**config.mk**
```make
export PLATFORM = sky130hd
export DESIGN_NAME = rv32i_inst_encoder
export DESIGN_NICKNAME = d
export VERILOG_FILES = /design/src/rtl/rv32i_inst_encoder.sv
export SDC_FILE = /design/constraint.sdc
export NUM_CORES = 1
export LEC_CHECK = 0
export CORE_MARGIN = 8
export CORE_UTILIZATION = 38
export DETAILED_ROUTE_END_ITERATION = 12
export HOLD_SLACK_MARGIN = 0.03
export PLACE_DENSITY_LB_ADDON = 0.25
export SYNTH_ARGS = -nofsm -noshare
export SYNTH_HDL_FRONTEND = slang
export SYNTH_SLANG_ARGS = --single-unit
```
**constraint.sdc**
```tcl
create_clock -name clk -period 2.89 [get_ports clk]
set_clock_uncertainty 0.15 [all_clocks]
set_input_delay 0.578 -clock clk [delete_from_list [all_inputs] [get_ports clk]]
set_output_delay 0.578 -clock clk [all_outputs]
set_load 0.02 [all_outputs]
```
**src/rtl/rv32i_inst_encoder.sv**
```systemverilog
// rv32i_inst_encoder
//
// Packs an RV32I instruction word from separate fields: opcode, funct3,
// funct7, rd, rs1, rs2 and a full-width immediate. The immediate arrives as a
// plain 32-bit value and this block scatters it into the format-specific bit
// positions. Illegal opcodes, out-of-range immediates and illegal field
// combinations raise out_error.
//
// Optional feature, macro RV32I_ENCODER_LI_EXPAND_EN:
//   When defined, in_li requests the "li rd, imm" pseudo-instruction. It
//   expands to ADDI, LUI, or LUI followed by ADDI. With the macro undefined,
//   in_li is ignored and the LI_HI state does not exist.
//
// Ports:
//   clk, rst              rising-edge clock; synchronous active-high reset
//   in_valid / in_ready   field bundle handshake
//   in_opcode, in_funct3, in_funct7, in_rd, in_rs1, in_rs2, in_imm, in_li
//   out_valid / out_ready instruction word handshake
//   out_inst              encoded word (zero on error when ZERO_ON_ERROR=1)
//   out_error             encode error for this word
//   out_last              last word of a sequence (0 only on the LUI of a
//                         two-word LI)
//
// Handshake: a transfer happens on a rising edge where valid && ready are both
// high. valid never depends on ready. While out_valid && !out_ready, out_inst,
// out_error and out_last stay stable. in_ready is high only when the output
// register is free, or is being emptied in the same cycle, and no LI
// expansion is mid-way.
module rv32i_inst_encoder #(
  parameter bit ZERO_ON_ERROR = 1'b1
) (
  input  logic        clk,
  input  logic        rst,
  input  logic        in_valid,
  output logic        in_ready,
  input  logic [6:0]  in_opcode,
  input  logic [2:0]  in_funct3,
  input  logic [6:0]  in_funct7,
  input  logic [4:0]  in_rd,
  input  logic [4:0]  in_rs1,
  input  logic [4:0]  in_rs2,
  input  logic [31:0] in_imm,
  input  logic        in_li,
  output logic        out_valid,
  input  logic        out_ready,
  output logic [31:0] out_inst,
  output logic        out_error,
  output logic        out_last
);

  localparam logic [6:0] OP_LUI    = 7'h37;
  localparam logic [6:0] OP_AUIPC  = 7'h17;
  localparam logic [6:0] OP_JAL    = 7'h6F;
  localparam logic [6:0] OP_JALR   = 7'h67;
  localparam logic [6:0] OP_BRANCH = 7'h63;
  localparam logic [6:0] OP_LOAD   = 7'h03;
  localparam logic [6:0] OP_STORE  = 7'h23;
  localparam logic [6:0] OP_IMM    = 7'h13;
  localparam logic [6:0] OP_R      = 7'h33;
  localparam logic [6:0] OP_FENCE  = 7'h0F;
  localparam logic [6:0] OP_SYSTEM = 7'h73;

  // IDLE: output register empty. HOLD: one word pending on the output.
  // LI_HI: the LUI of an LI pair is pending and the ADDI is parked in addi_q.
  typedef enum logic [1:0] {
    IDLE = 2'd0,
    HOLD = 2'd1
`ifdef RV32I_ENCODER_LI_EXPAND_EN
    , LI_HI = 2'd2
`endif
  } state_t;

  state_t      state_q, state_d;
  logic [31:0] out_inst_q, out_inst_d;
  logic        out_error_q, out_error_d;
  logic        out_last_q, out_last_d;

  logic        in_fire;
  logic        fits12, fits13, fits21;
  logic [31:0] enc_inst;
  logic        enc_err;
  logic [31:0] enc_word;

  assign out_valid = (state_q != IDLE);
  assign out_inst  = out_inst_q;
  assign out_error = out_error_q;
  assign out_last  = out_last_q;

  assign in_ready = !rst && ((state_q == IDLE) || ((state_q == HOLD) && out_ready));
  assign in_fire  = in_valid && in_ready;

  // Each immediate must be the sign extension of its encodable width.
  assign fits12 = (in_imm == {{20{in_imm[11]}}, in_imm[11:0]});
  assign fits13 = (in_imm == {{19{in_imm[12]}}, in_imm[12:0]});
  assign fits21 = (in_imm == {{11{in_imm[20]}}, in_imm[20:0]});

  // Single-word encoder: format selection, bit scattering and error checks.
  always_comb begin
    enc_inst = 32'h0;
    enc_err  = 1'b0;
    case (in_opcode)
      OP_R: begin
        enc_inst = {in_funct7, in_rs2, in_rs1, in_funct3, in_rd, in_opcode};
        enc_err  = !((in_funct7 == 7'h00) ||
                     ((in_funct7 == 7'h20) && ((in_funct3 == 3'd0) || (in_funct3 == 3'd5))));
      end
      OP_IMM, OP_LOAD, OP_JALR, OP_SYSTEM, OP_FENCE: begin
        enc_inst = {in_imm[11:0], in_rs1, in_funct3, in_rd, in_opcode};
        enc_err  = !fits12;
        case (in_opcode)
          OP_IMM: begin
            // Shift-immediates carry funct7 in imm[11:5]; only SRAI may use 0x20.
            if (in_funct3 == 3'd1)
              enc_err = enc_err | (in_imm[11:5] != 7'h00);
            else if (in_funct3 == 3'd5)
              enc_err = enc_err | ((in_imm[11:5] != 7'h00) && (in_imm[11:5] != 7'h20));
          end
          OP_LOAD:
            enc_err = enc_err | (in_funct3 == 3'd3) | (in_funct3 == 3'd6) | (in_funct3 == 3'd7);
          OP_JALR:
            enc_err = enc_err | (in_funct3 != 3'd0);
          OP_SYSTEM: begin
            // funct3 0 is ECALL/EBREAK: imm selects which, rd/rs1 must be x0.
            if (in_funct3 == 3'd4)
              enc_err = 1'b1;
            else if (in_funct3 == 3'd0)
              enc_err = enc_err | ((in_imm != 32'd0) && (in_imm != 32'd1)) |
                        (in_rd != 5'd0) | (in_rs1 != 5'd0);
          end
          default: ;
        endcase
      end
      OP_STORE: begin
        enc_inst = {in_imm[11:5], in_rs2, in_rs1, in_funct3, in_imm[4:0], in_opcode};
        enc_err  = !fits12 || (in_funct3 > 3'd2);
      end
      OP_BRANCH: begin
        enc_inst = {in_imm[12], in_imm[10:5], in_rs2, in_rs1, in_funct3,
                    in_imm[4:1], in_imm[11], in_opcode};
        enc_err  = !fits13 || in_imm[0] || (in_funct3 == 3'd2) || (in_funct3 == 3'd3);
      end
      OP_LUI, OP_AUIPC: begin
        enc_inst = {in_imm[31:12], in_rd, in_opcode};
        enc_err  = (in_imm[11:0] != 12'h0);
      end
      OP_JAL: begin
        enc_inst = {in_imm[20], in_imm[10:1], in_imm[11], in_imm[19:12], in_rd, in_opcode};
        enc_err  = !fits21 || in_imm[0];
      end
      default: enc_err = 1'b1;
    endcase
  end

  assign enc_word = (ZERO_ON_ERROR && enc_err) ? 32'h0 : enc_inst;

`ifdef RV32I_ENCODER_LI_EXPAND_EN
  logic [31:0] addi_q, addi_d;
  logic [19:0] li_upper;
  logic [31:0] li_first;
  logic [31:0] li_addi;
  logic        li_two;

  // Rounding the upper part by imm[11] compensates for the sign-extended
  // low 12 bits that the following ADDI adds back.
  assign li_upper = in_imm[31:12] + {19'd0, in_imm[11]};
  assign li_addi  = {in_imm[11:0], in_rd, 3'b000, in_rd, OP_IMM};

  always_comb begin
    li_two = 1'b0;
    if (fits12) begin
      li_first = {in_imm[11:0], 5'd0, 3'b000, in_rd, OP_IMM};
    end else if (in_imm[11:0] == 12'h0) begin
      li_first = {in_imm[31:12], in_rd, OP_LUI};
    end else begin
      li_first = {li_upper, in_rd, OP_LUI};
      li_two   = 1'b1;
    end
  end
`else
  logic unused_li;
  assign unused_li = in_li;
`endif

  always_comb begin
    state_d     = state_q;
    out_inst_d  = out_inst_q;
    out_error_d = out_error_q;
    out_last_d  = out_last_q;
`ifdef RV32I_ENCODER_LI_EXPAND_EN
    addi_d      = addi_q;
`endif
    case (state_q)
`ifdef RV32I_ENCODER_LI_EXPAND_EN
      LI_HI: begin
        if (out_ready) begin
          state_d     = HOLD;
          out_inst_d  = addi_q;
          out_error_d = 1'b0;
          out_last_d  = 1'b1;
        end
      end
`endif
      default: begin
        if (in_fire) begin
          state_d     = HOLD;
          out_inst_d  = enc_word;
          out_error_d = enc_err;
          out_last_d  = 1'b1;
`ifdef RV32I_ENCODER_LI_EXPAND_EN
          if (in_li) begin
            out_inst_d  = li_first;
            out_error_d = 1'b0;
            out_last_d  = !li_two;
            addi_d      = li_addi;
            if (li_two) state_d = LI_HI;
          end
`endif
        end else if (out_ready) begin
          state_d = IDLE;
        end
      end
    endcase
  end

  always_ff @(posedge clk) begin
    if (rst) begin
      state_q     <= IDLE;
      out_inst_q  <= 32'h0;
      out_error_q <= 1'b0;
      out_last_q  <= 1'b0;
`ifdef RV32I_ENCODER_LI_EXPAND_EN
      addi_q      <= 32'h0;
`endif
    end else begin
      state_q     <= state_d;
      out_inst_q  <= out_inst_d;
      out_error_q <= out_error_d;
      out_last_q  <= out_last_d;
`ifdef RV32I_ENCODER_LI_EXPAND_EN
      addi_q      <= addi_d;
`endif
    end
  end

endmodule

```
==> out/qor.yml <==
areaGrowthSynthToFinish_pct: 84.50
pwr-share-comb: 0.331
async_flop_share: 0
yosysTopAreaCellShare: 0.2943
grt_pass1_vias: 3134
ios: 105
p_sw_frac: 0.3018
critPathKind: "input pin to register"
min_to: "out_inst[3]"
yosys-top-cells-count: "nand2_1, dfxtp_1, nor2_1, o31ai_1, o21ai_0"
clk_pin_slew_ns: 0.07
power_density_mw_per_mm2: 280.2
tns_ns: 0
worst_hold_slack_ns: 0.3043
slew_violations: 0
critical_path_required_ns: 2.92
drive_gt1_frac: 0.2878
syn-num-nets: 382
drv_cap: 0
max_freq_mhz: 352.6
crit_fanout: 6
grtUsageTotal: 0.2233
floorplan.die_area_mm2: 0.009054
yosysWarningCount: 0
synth.most_common_cell: "nand2_1"
drtPass1Iterations: 5
grt_max_degree: 33
start_kind: "input pin"
gp_congestion: 0.9993
fp.dieW_um: 95.16
finalCritPeriodShare: 0.9814
cts_tree: "yes"
reg2reg_from: "state_q[0]"
vias: 3278
cts_buffers: 5
status: "complete, no violations"
yosysTopAreaCell: "dfxtp_1"
syn_area_mm2: 0.002381
max-vdd-ir-drop_mv: 0.2822
worstSetupEndpointType: "register"
power_switching_uw: 371.5
p_leak_nw: 1.791
n_antenna_cell: 0
io_buffer_count: 103
ctsHoldBuffers: 0
ys_seq_elements: 35
clk_latency_ns: 0.28
path_delay_family: "simple AND/OR/NAND/NOR gates"
fin_util: 0.7080
total_power_mw: 1.231
dp_hpwl_um: 8223
critPathMaxStageDelay_ns: 0.61
antenna_found_initial: 0
htree_levels: 2
synth-edff-count: 0
synth.avg_cell_area_um2: 7.656
relSlewSlack: 0.1457
setup_viol: 0
r2r-end: "out_inst[27]"
route.detailed.vias_per_inst: 5.854
rows: 29
hold_depth: 2
tightest_slew_ns: 1.280
worstRegToRegCells: 5
p_clk_frac: 0.263
ys_types: 57
grt_overflow_total: 0
crit_arrival_ns: 2.87
grt_pass1_wl_um: 15930
start_util: 0.3837
r2r_slack_ns: 0.65
synth.area.top_cells: "dfxtp_1, nand2_1, o31ai_1, a22oi_1, o41ai_2"
hp-start: "out_inst[3]"
hp-class: "register to register"
drt-initial-drc-count: 261
p_seq_frac: 0.406
die_height_um: 95.16
hold_viol_final: 0
place_area_mm2: 0.004026
fin_area_mm2: 0.004393
wirelength_um: 10750
internal_power_uw: 859.4
layout_min_cycle_time_ns: 2.836
core_area_mm2: 0.006205
fin_nets: 555
synth-main-ff-cell: "dfxtp_1"
drc: 0
clock_sinks: 35
clockBufferDepth: 2
synth-seq-area-share: 0.2943
detail-route-antenna-nets: 0
cp.depth: 8
detail_route.wl_per_cell_um: 19.20
crit_buf_inv: 2
synth_cells: 311
crit_slowest_cell: "or4_4"
ctsRootBufferMaster: "clkbuf_8"
crit_chain: "dlygate4sd2_1 > or3_1 > nor4_1 > nand2_1 > and3_1 > or4_4 > buf_12 > o41ai_4"
==> cell usage in the layout, fill, tap and decap left out, types with 7 or more instances in the layout <==
| master | Yosys | final |
|---|---|---|
| o31ai_1 | 21 | 12 |
| dlymetal6s2s_1 | 0 | 11 |
| nor3_1 | 12 | 10 |
| nand4_1 | 7 | 7 |
| a22oi_1 | 13 | 13 |
| o31ai_2 | 0 | 8 |
| o21ai_0 | 15 | 13 |
| nand3_1 | 7 | 7 |
| clkdlybuf4s50_1 | 0 | 67 |
| clkbuf_2 | 0 | 8 |
| dfxtp_1 | 35 | 35 |
| a21oi_1 | 11 | 11 |
| nand2_1 | 49 | 49 |
| o41ai_2 | 5 | 7 |
| nor2_1 | 21 | 18 |
| buf_4 | 1 | 76 |
| dlygate4sd2_1 | 0 | 11 |
==> sequential cells by signal, indices dropped and copies added (netlist names) <==
| name | flops |
|---|---|
| out_inst | 32 |
| out_error | 1 |
| out_last | 1 |
| state_q | 1 |
==> worst min-delay path, delay by kind of cell, from the launching register on <==
kind | cells | cell delay [ns]
and+or+nand+nor | 1 | 0.04
AOI/OAI and AO/OA | 1 | 0.05
DFF | 1 | 0.33
==> how the worst max path moves through the flow <==
| stage | from | endpoint | slack [ns] |
|---|---|---|---|
| floorplan | in_imm[20] | out_inst[27] | 0.04 |
| global placement | in_imm[20] | out_inst[26] | -0.58 |
| detailed placement | in_imm[21] | out_inst[26] | -0.66 |
| CTS | in_imm[22] | out_inst[15] | 0.002 |
| global route | in_imm[29] | out_inst[27] | -0.05 |
| finish | in_imm[29] | out_inst[27] | 0.05 |
==> stage by stage <==
step                setup slack [ns]  cells
floorplan                    0.03860    311
detailed placement           -0.6573    547
CTS                         0.002363    557
finish                       0.05363    560
global route                -0.04583    560
global placement             -0.5794    547
==> power by group through the flow <==
stage,Clock [mW],Combinational (mW),Sequential [mW]
2_1_floorplan,0,0.123,0.524
3_3_place_gp,0,0.375,0.511
3_5_place_dp,0,0.378,0.511
4_1_cts,0.330,0.393,0.500
5_1_grt,0.355,0.431,0.501
6_report,0.323,0.407,0.500
==> per-layer routing <==
metal / vias up / GRT usage / share of wire
li1: 1558 / - / -
met3: 19 / 0.04331 / 0.080
met4: 0 / 0.06762 / 0.021
met1: 1540 / 0.2739 / 0.41
met5: - / 0 / 0
met2: 161 / 0.3838 / 0.49
==> area by class of cell <==
cell class                      count  area (µm²)
Inverter                            8       30.03
Sequential cell                    35       700.7
Timing Repair Buffer              186        1692
Clock buffer                        6       72.57
Fill cell                         494        1812
Tap cell                           77       96.34
Multi-Input combinational cell    248        1802
==> cells by family after synthesis <==
group / Yosys count / synth area share
compound gates: 106 / 0.3426
xor+xnor: 2 / 0.007358
fa+ha+maj: 2 / 0.01051
buf+inv: 28 / 0.05149
flops: 35 / 0.2943
mux: 1 / 0.004204
simple gates: 137 / 0.2895
==> what timing repair did <==
item,in CTS,in global routing
gates cloned,2,0
endpoints found under the setup margin,33,30
gates resized for setup,58,49
setup buffers,2,4
pin swaps,29,18
Power figures use the tool's default switching activity.
